File: src/rtl/ps2_key_ctrl.sv
// ps2_key_ctrl: turns raw PS/2 scan bytes into key press/release events.
// Tracks the make / F0 break / E0 extended prefix protocol, holds the pressed
// key for the segment display and counts distinct presses (typematic repeats
// are ignored). Optional build macro PS2_KC_BCD_EN selects a two-digit packed
// BCD press counter instead of an 8-bit binary one.
module ps2_key_ctrl #(
    parameter int TIMEOUT = 1_000_000,
    parameter int TO_W    = 20
) (
    input  logic       clk,
    input  logic       resetn,
    input  logic       code_valid,
    input  logic [7:0] code,
    output logic [7:0] key_code,
    output logic       key_ext,
    output logic       disp_en,
    output logic [7:0] press_cnt,
    output logic       press_pulse,
    output logic       rel_pulse,
    output logic       err_pulse
);

    localparam logic [2:0] S_IDLE    = 3'd0;
    localparam logic [2:0] S_HELD    = 3'd1;
    localparam logic [2:0] S_BRK     = 3'd2;
    localparam logic [2:0] S_EXT     = 3'd3;
    localparam logic [2:0] S_EXT_BRK = 3'd4;

    localparam logic [7:0] B_EXT = 8'hE0;
    localparam logic [7:0] B_BRK = 8'hF0;
    localparam logic [TO_W-1:0] TO_LAST = TO_W'(TIMEOUT - 1);

    logic [2:0]      state_q, state_d;
    logic [TO_W-1:0] to_q, to_d;
    logic [7:0]      kc_q, kc_d;
    logic            kx_q, kx_d;
    logic            de_q, de_d;
    logic [7:0]      cnt_q, cnt_d;
    logic            pp_q, pp_d;
    logic            rp_q, rp_d;
    logic            ep_q, ep_d;

    logic            press_req;
    logic            press_ext;
    logic            in_prefix;
    logic [7:0]      cnt_inc;

    // Press counter increment, binary or packed BCD depending on the build
`ifdef PS2_KC_BCD_EN
    always_comb begin
        cnt_inc = cnt_q;
        if (cnt_q[3:0] == 4'd9) begin
            cnt_inc[3:0] = 4'd0;
            cnt_inc[7:4] = (cnt_q[7:4] == 4'd9) ? 4'd0 : cnt_q[7:4] + 4'd1;
        end else begin
            cnt_inc[3:0] = cnt_q[3:0] + 4'd1;
        end
    end
`else
    assign cnt_inc = cnt_q + 8'd1;
`endif

    assign in_prefix = (state_q == S_BRK) || (state_q == S_EXT) || (state_q == S_EXT_BRK);

    // Protocol FSM, timeout counter and output next-state
    always_comb begin
        state_d   = state_q;
        to_d      = to_q;
        kc_d      = kc_q;
        kx_d      = kx_q;
        de_d      = de_q;
        cnt_d     = cnt_q;
        pp_d      = 1'b0;
        rp_d      = 1'b0;
        ep_d      = 1'b0;
        press_req = 1'b0;
        press_ext = 1'b0;
        if (code_valid) begin
            // A byte always beats a same-cycle expiry
            to_d = '0;
            case (state_q)
                S_IDLE, S_HELD: begin
                    if (code == B_EXT)      state_d = S_EXT;
                    else if (code == B_BRK) state_d = S_BRK;
                    else                    press_req = 1'b1;
                end
                S_EXT: begin
                    if (code == B_BRK)      state_d = S_EXT_BRK;
                    else if (code != B_EXT) begin
                        press_req = 1'b1;
                        press_ext = 1'b1;
                    end
                end
                S_BRK, S_EXT_BRK: begin
                    if (code == B_EXT || code == B_BRK) begin
                        ep_d    = 1'b1;
                        de_d    = 1'b0;
                        state_d = S_IDLE;
                    end else if (de_q && code == kc_q && kx_q == (state_q == S_EXT_BRK)) begin
                        de_d    = 1'b0;
                        rp_d    = 1'b1;
                        state_d = S_IDLE;
                    end else begin
                        // Break for a key that is not held: swallow it
                        state_d = de_q ? S_HELD : S_IDLE;
                    end
                end
                default: state_d = S_IDLE;
            endcase
            if (press_req) begin
                state_d = S_HELD;
                // Same key still held means typematic repeat: no count, no pulse
                if (!(de_q && code == kc_q && press_ext == kx_q)) begin
                    kc_d  = code;
                    kx_d  = press_ext;
                    de_d  = 1'b1;
                    cnt_d = cnt_inc;
                    pp_d  = 1'b1;
                end
            end
        end else if (in_prefix) begin
            if (to_q == TO_LAST) begin
                ep_d    = 1'b1;
                to_d    = '0;
                state_d = de_q ? S_HELD : S_IDLE;
            end else begin
                to_d = to_q + 1'b1;
            end
        end else begin
            to_d = '0;
        end
    end

    // State and registered outputs
    always_ff @(posedge clk or negedge resetn) begin
        if (!resetn) begin
            state_q <= S_IDLE;
            to_q    <= '0;
            kc_q    <= 8'h00;
            kx_q    <= 1'b0;
            de_q    <= 1'b0;
            cnt_q   <= 8'h00;
            pp_q    <= 1'b0;
            rp_q    <= 1'b0;
            ep_q    <= 1'b0;
        end else begin
            state_q <= state_d;
            to_q    <= to_d;
            kc_q    <= kc_d;
            kx_q    <= kx_d;
            de_q    <= de_d;
            cnt_q   <= cnt_d;
            pp_q    <= pp_d;
            rp_q    <= rp_d;
            ep_q    <= ep_d;
        end
    end

    assign key_code    = kc_q;
    assign key_ext     = kx_q;
    assign disp_en     = de_q;
    assign press_cnt   = cnt_q;
    assign press_pulse = pp_q;
    assign rel_pulse   = rp_q;
    assign err_pulse   = ep_q;

endmodule

File: config.mk
export PLATFORM = sky130hd
export DESIGN_NAME = ps2_key_ctrl
export DESIGN_NICKNAME = d
export VERILOG_FILES = /design/src/rtl/ps2_key_ctrl.sv
export SDC_FILE = /design/constraint.sdc
export NUM_CORES = 1
export LEC_CHECK = 0
export ABC_AREA = 1
export CAP_MARGIN = 10
export CORE_MARGIN = 3
export CORE_UTILIZATION = 45
export CTS_BUF_LIST = sky130_fd_sc_hd__clkbuf_4 sky130_fd_sc_hd__clkbuf_8
export DETAILED_ROUTE_END_ITERATION = 7
export GPL_ROUTABILITY_DRIVEN = 0
export GPL_TIMING_DRIVEN = 0
export HOLD_SLACK_MARGIN = 0.1
export PLACE_DENSITY = 0.8
export SLEW_MARGIN = 20
export SYNTH_ARGS = -nofsm -noshare
export SYNTH_HDL_FRONTEND = slang
export SYNTH_SLANG_ARGS = --single-unit
File: constraint.sdc
create_clock -name clk -period 1.5 [get_ports clk]
set_input_delay 0.225 -clock clk [delete_from_list [all_inputs] [get_ports clk]]
set_output_delay 0.225 -clock clk [all_outputs]
set_load 0.02 [all_outputs]
==> summary.txt <==
Worst setup path
  • Buf/Inv on CP: 2
  • CP Cell Sequence: clkdlybuf4s50_1 > nand2_2 > nor2_4 > o21ai_4 > nand2_2 > nand2_1 > nand3_2 > nand2_8 > buf_6 > o211ai_1
  • CP required: ~1700 ps
  • Max incr delay on CP: 480 ps
  • Cell mode on critical path: nand2_2
  • CP endpoint kind: flip-flop
  • Largest delay share family, worst path: simple AND/OR/NAND/NOR gates
  • Maximum fanout along the worst path: 8
  • WP data arrival: 1810 ps
  • Nature of the critical path startpoint: primary input
  • Crit Path Class: in2reg
  • Slowest CP cell: clkdlybuf4s50_1

Logic synthesis
  • Syn_area_per_cell: 7.57 µm²
  • Seq/Total Area, Yosys: 0.437
  • Async S/R FF share, synth: 1.00
  • Synthesized flop and latch total: 44
  • Syn Nets: about 350
  • Area leader, netlist: dfrtp_1
  • Area share of the largest cell type after synthesis: 0.437
  • Synth warn: 0
  • Post-synth top flop: dfrtp_1
  • Synthesized area: 0.00252 mm²
  • Post-synth EDFFs: 0
  • Synth cell types: 34
  • Area contributors post-synth: dfrtp_1 (44%), nand2_1 (14%), nor2_1 (6.1%), inv_1 (5.7%), o21ai_2 (3.1%)
  • Mapped Cells: approximately 330

Layout
  • Most common cell after layout, fill and taps aside: nand2_1
  • Ant diodes: 0
  • Layout Area Growth over Synthesis: 42.6%
  • Most frequent cells in the layout: nand2_1 (70), dfrtp_1 (43), inv_1 (36)
  • Design area: 0.00360 mm²
  • Share of layout cells above drive strength 1: 0.340
  • Core Util, Final: 0.682
  • Nets: 418
  • Filler Cell Count: 413
  • Non-Filler Instances: between 400 and 500

STA
  • Fin Hold WS: about 320 ps
  • Fin. Hold Viols: 0
  • Final Worst Setup Slack: -130 ps
  • F_max: 0.613 GHz
  • Final period util: 1.09
  • Fin crit period: 1630 ps
  • RSZ-0062 raised after global routing: yes
  • Max-slew headroom: 0.736
  • Pins Over Slew Limit: 0
  • Count of final setup violators: 41
  • Worst Tran Pin Value: just under 400 ps
  • Fin Clk Skew: 4.54 ps

Die
  • Core Box Area: 0.00527 mm²
  • # IOs: 32
  • Row cnt: 26
  • Die Y: 80.9 µm
  • Full die area: 0.00654 mm²
  • Initial core utilization: 0.479
  • Chip width: 80.9 µm

Clock tree
  • Htree depth: 2
  • CTS buffer count: 5
  • Reg clk slew, reported paths: 90 ps
  • CTS sink cnt: 44
  • CTS Root Cell: clkbuf_8
  • Clk buf depth: 2
  • Clock Latency Late Sink: 310 ps
  • TritonCTS clock tree: done

Detailed routing
  • Avg WL per Cell: 14.1 µm
  • Final WL: 6700 µm
  • Via/cell ratio: between 5 and 6
  • Detailed Routing Iterations Pass 1: 4
  • DRC viols: 0
  • Antenna Nets Post-Route: 0
  • Initial DRC count: about 160
  • Vias: 2493

Placement
  • Pre-CTS setup slack: -443 ps
  • IO buf count: 30
  • Dpl cells: 434
  • Placed Instance Area: around 0.003 mm²
  • Post-DP HPWL: 3830 µm

Power and ir drop
  • Leak Pwr: around 1.7 nW
  • Power per cell area: 874 mW/mm²
  • Peak supply drop: 826 µV

Global routing
  • GRT overflow: 0
  • First-pass GRT wire length: 9920 µm
  • All-Layer GR Usage: 0.190
  • Number of global-route vias before repair: 2325
  • Largest net degree at the start of global routing: 33
  • Initial antenna violation count: 0

Run status
  • Failing checks: setup timing
  • Status: complete, but fails checks

Flow run
  • Max Cap Violations: 0

Hold path
  • Worst hold-check path type: in2reg
layout make-up:
cell class / count / area (µm²) / area share
clock buffers: 5 / 68.8 / 0.0191
inverters: 46 / 183 / 0.0508
multi-input cells: 238 / 1450 / 0.404
clock inverters: 3 / 46.3 / 0.0129
well taps: 70 / 87.6 / 0.0244
flip-flops and latches: 44 / 1100 / 0.307
repair buffers: 65 / 601 / 0.167
plain buffers: 5 / 55.1 / 0.0153
worst reg2reg max path, stage by stage (launching register included):
cell and delay [ps]:
dfrtp_1 370, ha_2 190, nand4_1 170, nor2_2 240
nand2_2 120, nor3_4 200, and3_1 210, nor3_2 40
metal layers:
layer / GRT usage / wire, µm / vias to the layer above
li1: - / - / 1199
met1: 0.243 / 2820 / 1188
met2: 0.331 / 3490 / 91
met3: 0.0255 / 307 / 15
met4: 0.0574 / 91 / 0
met5: 0 / 0 / -
metrics by stage:
| step | power [mW] | TNS (ps) |
|---|---|---|
| final | 3.14 | -3650 |
| after global routing | 3.28 | -6790 |
| after CTS | 3.04 | -281 |
| after detailed placement | 2.12 | -13190 |
| after global placement | 2.11 | -55500 |
| after floorplan | 1.81 | -26.6 |
power by group:
| group | switching, mW | leakage, nW | total (mW) | internal [mW] |
|---|---|---|---|---|
| Combinational | 0.440 | 1.05 | 0.773 | 0.333 |
| Sequential | 0.138 | 0.582 | 1.42 | 1.28 |
| Clock | 0.452 | 0.0548 | 0.955 | 0.502 |
synth_stat cells, types with 2 or more instances:
master	instances
inv_2	7
nor3_1	8
nand3_1	13
xnor2_1	6
nor3_2	3
nor2_1	41
ha_1	2
a211oi_1	2
o21ai_0	6
buf_2	2
a21oi_1	11
dfrtp_1	44
nor3b_1	2
nand2_1	96
nor2_2	7
o21ai_1	2
nand2_2	3
nand4_1	9
o21ai_2	9
xor2_1	8
inv_1	38
a31oi_1	2
logic make-up after synthesis:
logic type      synth area share
fa+ha+maj                0.00992
compound gates            0.0923
flops                      0.437
xor+xnor                  0.0486
buf+inv                   0.0843
simple gates               0.328
final timing paths:
| check | from | end | slack, ps | cells past startpoint |
|---|---|---|---|---|
| max in group asynchronous | resetn | key_code[5] | 690 | 3 |
| max reg2reg | to_q[1] | to_q[16] | -130 | 7 |
| min in group asynchronous | resetn | key_code[7] | 330 | 2 |
| min reg2reg | press_cnt[5] | press_cnt[5] | 540 | 2 |
| min | code_valid | state_q[0] | 320 | 3 |
| max | code[6] | disp_en | -130 | 10 |
flip-flops by register name (all words and copies together), names as in the netlist:
| name | cells |
|---|---|
| to_q | 20 |
| key_code | 8 |
| press_cnt | 8 |
| state_q | 3 |
| disp_en | 1 |
| err_pulse | 1 |
| key_ext | 1 |
| press_pulse | 1 |
| rel_pulse | 1 |
timing repair:
action,in CTS,in global routing
hold buffers,1,0
gates cloned,1,2
endpoints found under the setup margin,60,43
pin swaps,14,28
setup buffers,21,10
gates resized for setup,46,64
hold endpoints to repair,12,0
Note: power is estimated with default switching activity, not from simulation.
